[src/rtl/gate_input_debouncer_pkg.sv]
// Shared definitions for the two-channel gate input debouncer.
// Latency: n/a (types and constants only).
// Backpressure: n/a.
package gate_input_debouncer_pkg;

  // Per-channel debounce FSM.
  // STABLE_* states mean no change is pending.
  // CHECK_* states mean a candidate level is being timed.
  typedef enum logic [1:0] {
    ST_STABLE_LOW  = 2'd0,
    ST_CHECK_HIGH  = 2'd1,
    ST_STABLE_HIGH = 2'd2,
    ST_CHECK_LOW   = 2'd3
  } deb_state_e;

  localparam int unsigned DEF_STABLE_CYCLES = 1000;
  localparam int unsigned DEF_CNT_W         = 16;

endpackage

[src/rtl/debounce_channel.sv]
// Single-channel conditioner: 2-flop synchronizer, then a debounce FSM with a stability counter.
// Latency: a raw level held from edge k reaches level_o at edge k+1+STABLE_CYCLES.
// Backpressure: none; this is a free-running level path.
//
// Ports:
//   clk, rst  system clock and asynchronous active-high reset
//   raw_i     unsynchronized bouncy input
//   level_o   debounced level (registered)
//   rise_o    one-cycle pulse in the cycle level_o first reads 1
//   stable_o  high while the FSM is in a STABLE_* state (registered)
module debounce_channel
  import gate_input_debouncer_pkg::*;
#(
  parameter int unsigned STABLE_CYCLES = DEF_STABLE_CYCLES,  // must be >= 2
  parameter int unsigned CNT_W         = DEF_CNT_W           // 2**CNT_W > STABLE_CYCLES
) (
  input  logic clk,
  input  logic rst,
  input  logic raw_i,
  output logic level_o,
  output logic rise_o,
  output logic stable_o
);

  localparam logic [CNT_W-1:0] CNT_LAST = CNT_W'(STABLE_CYCLES - 1);
  localparam logic [CNT_W-1:0] CNT_ONE  = CNT_W'(1);

  logic             s1_q, s2_q;
  deb_state_e       state_q, state_d;
  logic [CNT_W-1:0] cnt_q, cnt_d;
  logic             level_q, level_d;
  logic             rise_q, rise_d;
  logic             stable_q, stable_d;

  always_ff @(posedge clk or posedge rst) begin
    if (rst) begin
      s1_q     <= 1'b0;
      s2_q     <= 1'b0;
      state_q  <= ST_STABLE_LOW;
      cnt_q    <= '0;
      level_q  <= 1'b0;
      rise_q   <= 1'b0;
      stable_q <= 1'b1;
    end else begin
      s1_q     <= raw_i;
      s2_q     <= s1_q;
      state_q  <= state_d;
      cnt_q    <= cnt_d;
      level_q  <= level_d;
      rise_q   <= rise_d;
      stable_q <= stable_d;
    end
  end

  // Entering a CHECK state loads cnt=1, because the first cycle with the new level counts.
  // Committing at cnt == STABLE_CYCLES-1 therefore requires STABLE_CYCLES consecutive cycles of s2.
  // The counter never exceeds CNT_LAST, so it cannot wrap.
  always_comb begin
    state_d = state_q;
    cnt_d   = cnt_q;
    level_d = level_q;
    rise_d  = 1'b0;
    case (state_q)
      ST_STABLE_LOW: begin
        if (s2_q) begin
          state_d = ST_CHECK_HIGH;
          cnt_d   = CNT_ONE;
        end
      end
      ST_CHECK_HIGH: begin
        if (!s2_q) begin
          state_d = ST_STABLE_LOW;   // bounce rejected; clean level untouched
          cnt_d   = '0;
        end else if (cnt_q == CNT_LAST) begin
          state_d = ST_STABLE_HIGH;
          cnt_d   = '0;
          level_d = 1'b1;
          rise_d  = 1'b1;
        end else begin
          cnt_d = cnt_q + CNT_ONE;
        end
      end
      ST_STABLE_HIGH: begin
        if (!s2_q) begin
          state_d = ST_CHECK_LOW;
          cnt_d   = CNT_ONE;
        end
      end
      ST_CHECK_LOW: begin
        if (s2_q) begin
          state_d = ST_STABLE_HIGH;
          cnt_d   = '0;
        end else if (cnt_q == CNT_LAST) begin
          state_d = ST_STABLE_LOW;
          cnt_d   = '0;
          level_d = 1'b0;
        end else begin
          cnt_d = cnt_q + CNT_ONE;
        end
      end
      default: begin
        state_d = ST_STABLE_LOW;
        cnt_d   = '0;
        level_d = 1'b0;
      end
    endcase
    stable_d = (state_d == ST_STABLE_LOW) || (state_d == ST_STABLE_HIGH);
  end

  assign level_o  = level_q;
  assign rise_o   = rise_q;
  assign stable_o = stable_q;

endmodule

[src/rtl/gate_input_debouncer.sv]
// Two-channel input conditioner feeding a two-input gate: clean a/b levels, rise pulses, settled flag.
// Latency: raw level held from edge k appears on a/b at edge k+1+STABLE_CYCLES.
// Backpressure: none; the outputs are free-running registered levels.
//
// Ports:
//   clk, rst      system clock and asynchronous active-high reset
//   raw_a, raw_b  unsynchronized bouncy inputs
//   a, b          debounced levels
//   a_rise/b_rise one-cycle 0->1 pulses, coincident with the new level
//   settled       high when neither channel has a pending change
module gate_input_debouncer
  import gate_input_debouncer_pkg::*;
#(
  parameter int unsigned STABLE_CYCLES = DEF_STABLE_CYCLES,
  parameter int unsigned CNT_W         = DEF_CNT_W
) (
  input  logic clk,
  input  logic rst,
  input  logic raw_a,
  input  logic raw_b,
  output logic a,
  output logic b,
  output logic a_rise,
  output logic b_rise,
  output logic settled
);

  logic a_stable;
  logic b_stable;

  debounce_channel #(
    .STABLE_CYCLES (STABLE_CYCLES),
    .CNT_W         (CNT_W)
  ) u_ch_a (
    .clk      (clk),
    .rst      (rst),
    .raw_i    (raw_a),
    .level_o  (a),
    .rise_o   (a_rise),
    .stable_o (a_stable)
  );

  debounce_channel #(
    .STABLE_CYCLES (STABLE_CYCLES),
    .CNT_W         (CNT_W)
  ) u_ch_b (
    .clk      (clk),
    .rst      (rst),
    .raw_i    (raw_b),
    .level_o  (b),
    .rise_o   (b_rise),
    .stable_o (b_stable)
  );

  // Both flags are registered, so settled has no path back to raw_*.
  assign settled = a_stable & b_stable;

endmodule
[config.mk]
export PLATFORM = sky130hd
export DESIGN_NAME = gate_input_debouncer
export DESIGN_NICKNAME = d
export VERILOG_FILES = /design/src/rtl/gate_input_debouncer_pkg.sv /design/src/rtl/debounce_channel.sv /design/src/rtl/gate_input_debouncer.sv
export SDC_FILE = /design/constraint.sdc
export NUM_CORES = 1
export LEC_CHECK = 0
export CAP_MARGIN = 20
export CORE_ASPECT_RATIO = 1.1
export CORE_MARGIN = 2
export CORE_UTILIZATION = 58
export CTS_CLUSTER_DIAMETER = 200
export CTS_CLUSTER_SIZE = 16
export DETAILED_ROUTE_END_ITERATION = 12
export MAX_ROUTING_LAYER = met4
export PLACE_DENSITY = 0.73
export SKIP_CTS_REPAIR_TIMING = 1
export SLEW_MARGIN = 10
export SYNTH_ARGS = -nofsm -noshare
export SYNTH_HDL_FRONTEND = slang
export SYNTH_SLANG_ARGS = --single-unit
[constraint.sdc]
create_clock -name clk -period 2.4 [get_ports clk]
set_clock_uncertainty 0.05 [all_clocks]
set_input_delay 0.48 -clock clk [delete_from_list [all_inputs] [get_ports clk]]
set_output_delay 0.48 -clock clk [all_outputs]
set_load 0.02 [all_outputs]
# Word level (Yosys, flattened, before mapping)

Index checks and enable logic that the tools add are counted.

Reductions and logical operators: 12
Equality and inequality tests: 22
Multiplexer cells: 42
Add/sub/neg operators: 2
Bitwise operators: 1

Operators with widths:

| cell                                                                    | number |
|---|---|
| 16-bit two-way mux                                                      | 10 |
| 16-bit case mux with 4 select lines                                     | 2 |
| 16-bit by 1-bit adder with 16-bit output, second input constant         | 2 |
| 16-bit by 10-bit equality test with 1-bit output, second input constant | 2 |
| 2-bit two-way mux                                                       | 12 |
| 2-bit by 1-bit inequality test with 1-bit output, second input constant | 8 |
| 2-bit case mux with 4 select lines                                      | 2 |
| 1-bit two-way mux                                                       | 14 |
| 2-bit equality test, second input constant                              | 6 |
| 5-bit AND reduction                                                     | 2 |
| 2-bit logical NOT                                                       | 4 |
| 2-bit inequality test, second input constant                            | 4 |
| 2-bit by 1-bit equality test with 1-bit output, second input constant   | 2 |
| 1-bit case mux with 2 select lines                                      | 2 |
| 2-bit AND reduction                                                     | 2 |
| 2-bit nonzero test                                                      | 2 |
| 1-bit logical OR                                                        | 2 |
| 1-bit AND                                                               | 1 |

Bits of input ports: 4
Register bits: 46

# Depth between registers and ports, before layout

Word-level depth: 6
Mapped depth: 6

# Cells and area by module

A second synthesis with hierarchy kept.

Cell total of the unflattened synthesis: 221
Area, all modules: 2,265.9 µm²

By module, submodules not included:

| module               | cells each | seq. area each (µm²) | area each (µm²) | times used |
|---|---|---|---|---|
| debounce_channel     | 110        | 576.8                | 1,129.8         | 2 |
| gate_input_debouncer | 1          | 0.0                  | 6.3             | 1 |

# Worst setup path before layout

No wires, ideal clock.

Path kind: register to register
From: reg u_ch_a.cnt_q[0]
To: reg u_ch_a.cnt_q[4]
Path buffers: 1
Path slack: 0.578 ns
Cell stages (with the launch flop): 7
Library setup time: 0.126 ns
Arrival: 1.646 ns
Cells stage by stage: dfrtp_1 -> ha_1 -> nor4bb_1 -> and4_1 -> buf_2 -> nor2_1 -> a221o_1

Longest elaborated chain between the ends: 4

Ends and longest elaborated chain:

| what                                                                                                         | RTL line                                       | RTL |
|---|---|---|
| start, declared                                                                                              | debounce_channel.sv:30                         | `logic [CNT_W-1:0] cnt_q, cnt_d;` |
| start signal, assigned                                                                                       | debounce_channel.sv:48                         | `cnt_q <= cnt_d;` |
| 16-bit by 1-bit adder with 16-bit output or 16-bit by 10-bit equality test with 1-bit output (tied branches) | --                                             |  |
| 16-bit two-way mux *                                                                                         | debounce_channel.sv:74, debounce_channel.sv:93 |  |
| 16-bit two-way mux, on equally long branches                                                                 | debounce_channel.sv:90, debounce_channel.sv:71 |  |
| 16-bit case mux with 4 select lines *                                                                        | debounce_channel.sv:63                         | `case (state_q)` |

Every way passes the cells marked *; elsewhere a longest branch is shown, timed or not.
A chain may end at the register's enable or synchronous reset.

# Final worst setup path

Ends and elaborated chain as after synthesis.

==> reports/qor.csv <==
stage,metric,value,unit
yosys,synth_nets,234,
clock_network,cts_made_buffers,5,
final_layout,regArea,0.00115,sq mm
yosys,synth.top_cell.area_share,47.7,%
placed_design,port_buffers,8,
global_route,antenna_found_initial,0,
detailed_routing,ant_nets,0,
detailed_routing,wl_per_cell,15.6,um
detailed_routing,drt_wl_total,4.57,mm
global_route,track_usage,23.8,%
sta,post-route-period-util,87.2,%
run,drv_cap,0,
final_layout,multi_input_area,0.00107,sq mm
yosys,ys_ff_latch,46,
detailed_routing,drtIter0Drc,108,
floorplan,placementRows,24,
power,peakVddDrop,407,uV
final_layout,drive_above_1_share,8.30,%
sta,slew_violations,0,
final_layout,final_net_count,246,
floorplan,die_h,70.1,um
sta,setup_tns,0,ns
worst_setup_path,crit_path_end_kind,register,
power,clock_power_share,39.1,%
detailed_routing,vias,1873,
clock_network,cts_tree,built,
placed_design,placed_cells,285,
detailed_routing,route.detailed.drc,0,
clock_network,cts-root-buf,clkbuf_8,
worst_setup_path,required,2.53,ns
yosys,synthTopCellsByArea,"dfrtp_1 (48%), o21ai_0 (3.0%), a21oi_1 (2.8%)",
clock_network,clock_latency,0.30,ns
clock_network,h-tree-depth,2,
floorplan,die_area,0.00450,sq mm
yosys,syn_area,0.00231,sq mm
worst_setup_path,crit_arrival,2.22,ns
yosys,async_flop_share,100,%
power,leakagePower,0.00107,uW
floorplan,io_pins,9,
floorplan,coreArea,0.00390,sq mm
worst_setup_path,critPathSlowestCell,and4_1,
sta,grt_setup_unrepaired,no,
yosys,syn_inst,228,
power,internal_power,1130,uW
worst_setup_path,start_kind,register,
yosys,synth_ff_type,dfrtp_1,
detailed_routing,via_per_inst,6.39,
power,swShare,22.5,%
clock_network,cts_sinks,46,
yosys,yosys.area.top_type,dfrtp_1,
global_route,grt_pass1_vias,1756,
final_layout,diodes,0,
clock_network,clk_pin_slew,0.08,ns
worst_hold_path,hold_path_class,reg2reg,
worst_hold_path,hold_path.startpoint,u_ch_a.s1_q,
placed_design,hpwl,3.31,mm
sta,max_freq,478,MHz
final_layout,utilization,65.5,%
sta,setup_viol,0,
yosys,syn_area_per_cell,10.1,sq um
worst_setup_path,critical_path.startpoint,u_ch_a.cnt_q[0],
power,power,1460,uW
placed_design,place.gp.congestion,0.894,
run_status,outcome,"complete, no violations",
final_layout,areaGrowthSynthToFinish,10.9,%
yosys,ys_warn_count,0,
yosys,yosysUniqueCellTypes,49,
power,p_sw,330,uW
sta,relSlewSlack,42.7,%
sta,max_slew.worst_pin.slew,0.857,ns
power,p_comb_share,5.7,%
detailed_routing,first_pass_iters,4,
worst_setup_path,cpPeakStageDelay,0.43,ns
sta,hold_ws,0.311,ns
worst_setup_path,crit_fanout,9,
global_route,grt_pass1_wl,8.16,mm
yosys,synth-edff-count,0,
global_route,grt_max_degree,29,
global_route,grt-ovfl-total,0,
worst_setup_path,rr_startpoint,u_ch_a.cnt_q[0],
power,p_seq_share,55.2,%
floorplan,start_util,59.1,%
worst_setup_path,crit_path_cell_trace,ha_1 -> nor4bb_1 -> and4_1 -> nor2_1 -> a221o_1,
sta,fin_crit,2.09,ns
yosys,seq_area_frac_synth,50.0,%
final_layout,n_fill_cell,312,
worst_setup_path,crit_type,reg2reg,
final_layout,finalNonFillerCells,293,
power,pwr_density_cell,572,mW/mm^2
floorplan,die_x,64.1,um
clock_network,clock_path_buffers,2,
sta,hold_viol,0,
==> cell type report <==
cell class	count	area share (%)
sequential	46	45.1
timing repair buffer	12	4.31
clock buffer	5	2.69
tap	52	2.54
multi-input combinational	164	42.0
inverter	11	1.61
clock inverter	3	1.71
==> critical path, delay by kind of cell, from the launching register on <==
kind | cells | cell delay, ns
adders and majority gates | 1 | 0.21
and+or+nand+nor | 3 | 0.96
AOI/OAI and AO/OA | 1 | 0.33
DFF | 1 | 0.42
==> through the flow <==
stage,cell area [sq um],setup slack (ns)
3_5_place_dp,2440,0.341
4_1_cts,2560,0.314
5_1_grt,2560,0.175
2_1_floorplan,2310,0.578
6_report,2560,0.308
3_3_place_gp,2440,0.402
==> worst paths after layout <==
check / to / slack (ns) / cells after the start
setup / recovery: u_ch_a.cnt_q[4] / 0.31 / 5
hold / removal: u_ch_a.s2_q / 0.31 / 0
setup reg to reg: u_ch_a.cnt_q[4] / 0.31 / 5
hold reg to reg: u_ch_a.s2_q / 0.31 / 0
max in group asynchronous: u_ch_a.stable_o / 1.49 / 3
min in group asynchronous: u_ch_b.s1_q / 0.46 / 3
==> per-layer routing <==
metal  vias up  global-route usage, %  part of all wire (%)
met1       928                   30.3                    43
met2        43                   38.8                    52
met5         -                      -                     0
met3         8                   4.99                   3.5
li1        894                      -                     -
met4         0                   7.09                   1.7
==> cells by family after synthesis <==
logic type      Yosys count  share of synthesized area, %
flops                    46                          50.0
mux                       3                          1.36
buf+inv                  18                          3.36
compound gates           64                          18.9
simple gates             87                          21.9
fa+ha+maj                 2                          1.09
xor+xnor                  8                          3.36
==> cells in the mapped netlist, types with 2 or more instances <==
master / count
dfstp_2: 2
inv_1: 11
a31oi_1: 6
nand4_1: 8
and4_1: 4
o31ai_1: 8
or4_1: 8
ha_1: 2
a21oi_1: 13
nor4_1: 9
a211o_1: 3
mux2i_1: 2
or3_1: 7
o21ai_0: 14
a21o_1: 2
clkbuf_1: 4
nor3b_1: 2
nand3_1: 10
nand2_1: 14
a22o_1: 5
nor2_1: 6
nor3_1: 6
and3_1: 2
dfrtp_1: 44
and2_1: 4
buf_2: 2
xor2_1: 7
a21boi_0: 2
==> cell usage in the layout, fill, tap and decap left out, types with 3 or more instances in the layout <==
cell type and instances:
buf_4 4, o21ai_0 14, nor4_1 9, inv_1 10
a211o_1 3, nor2_1 6, xor2_1 7, a22o_1 5
clkbuf_8 5, nand4_1 8, nor3_1 6, clkdlybuf4s50_1 8
a31oi_1 6, or3_1 7, dfrtp_1 44, nand2_1 14
or4_1 8, and4_1 4, a21oi_1 13, and2_1 4
o31ai_1 8, nand3_1 10
==> sequential cells by signal, indices dropped and copies added (netlist names) <==
register         cells
u_ch_a.rise_o        1
u_ch_a.state_q       2
u_ch_a.cnt_q        16
u_ch_b.cnt_q        16
u_ch_b.stable_o      1
u_ch_b.s1_q          1
u_ch_a.s2_q          1
u_ch_b.rise_o        1
u_ch_a.level_o       1
u_ch_b.state_q       2
u_ch_b.s2_q          1
u_ch_a.s1_q          1
u_ch_b.level_o       1
u_ch_a.stable_o      1
==> power by group through the flow <==
stage,clock [uW],sequential [uW],combinational (uW)
4_1_cts,596,807,85.2
6_report,573,807,83.1
5_1_grt,631,810,94.0
3_5_place_dp,0,822,84.9
2_1_floorplan,0,817,59.0
3_3_place_gp,0,821,80.3
Power figures use the tool's default switching activity.
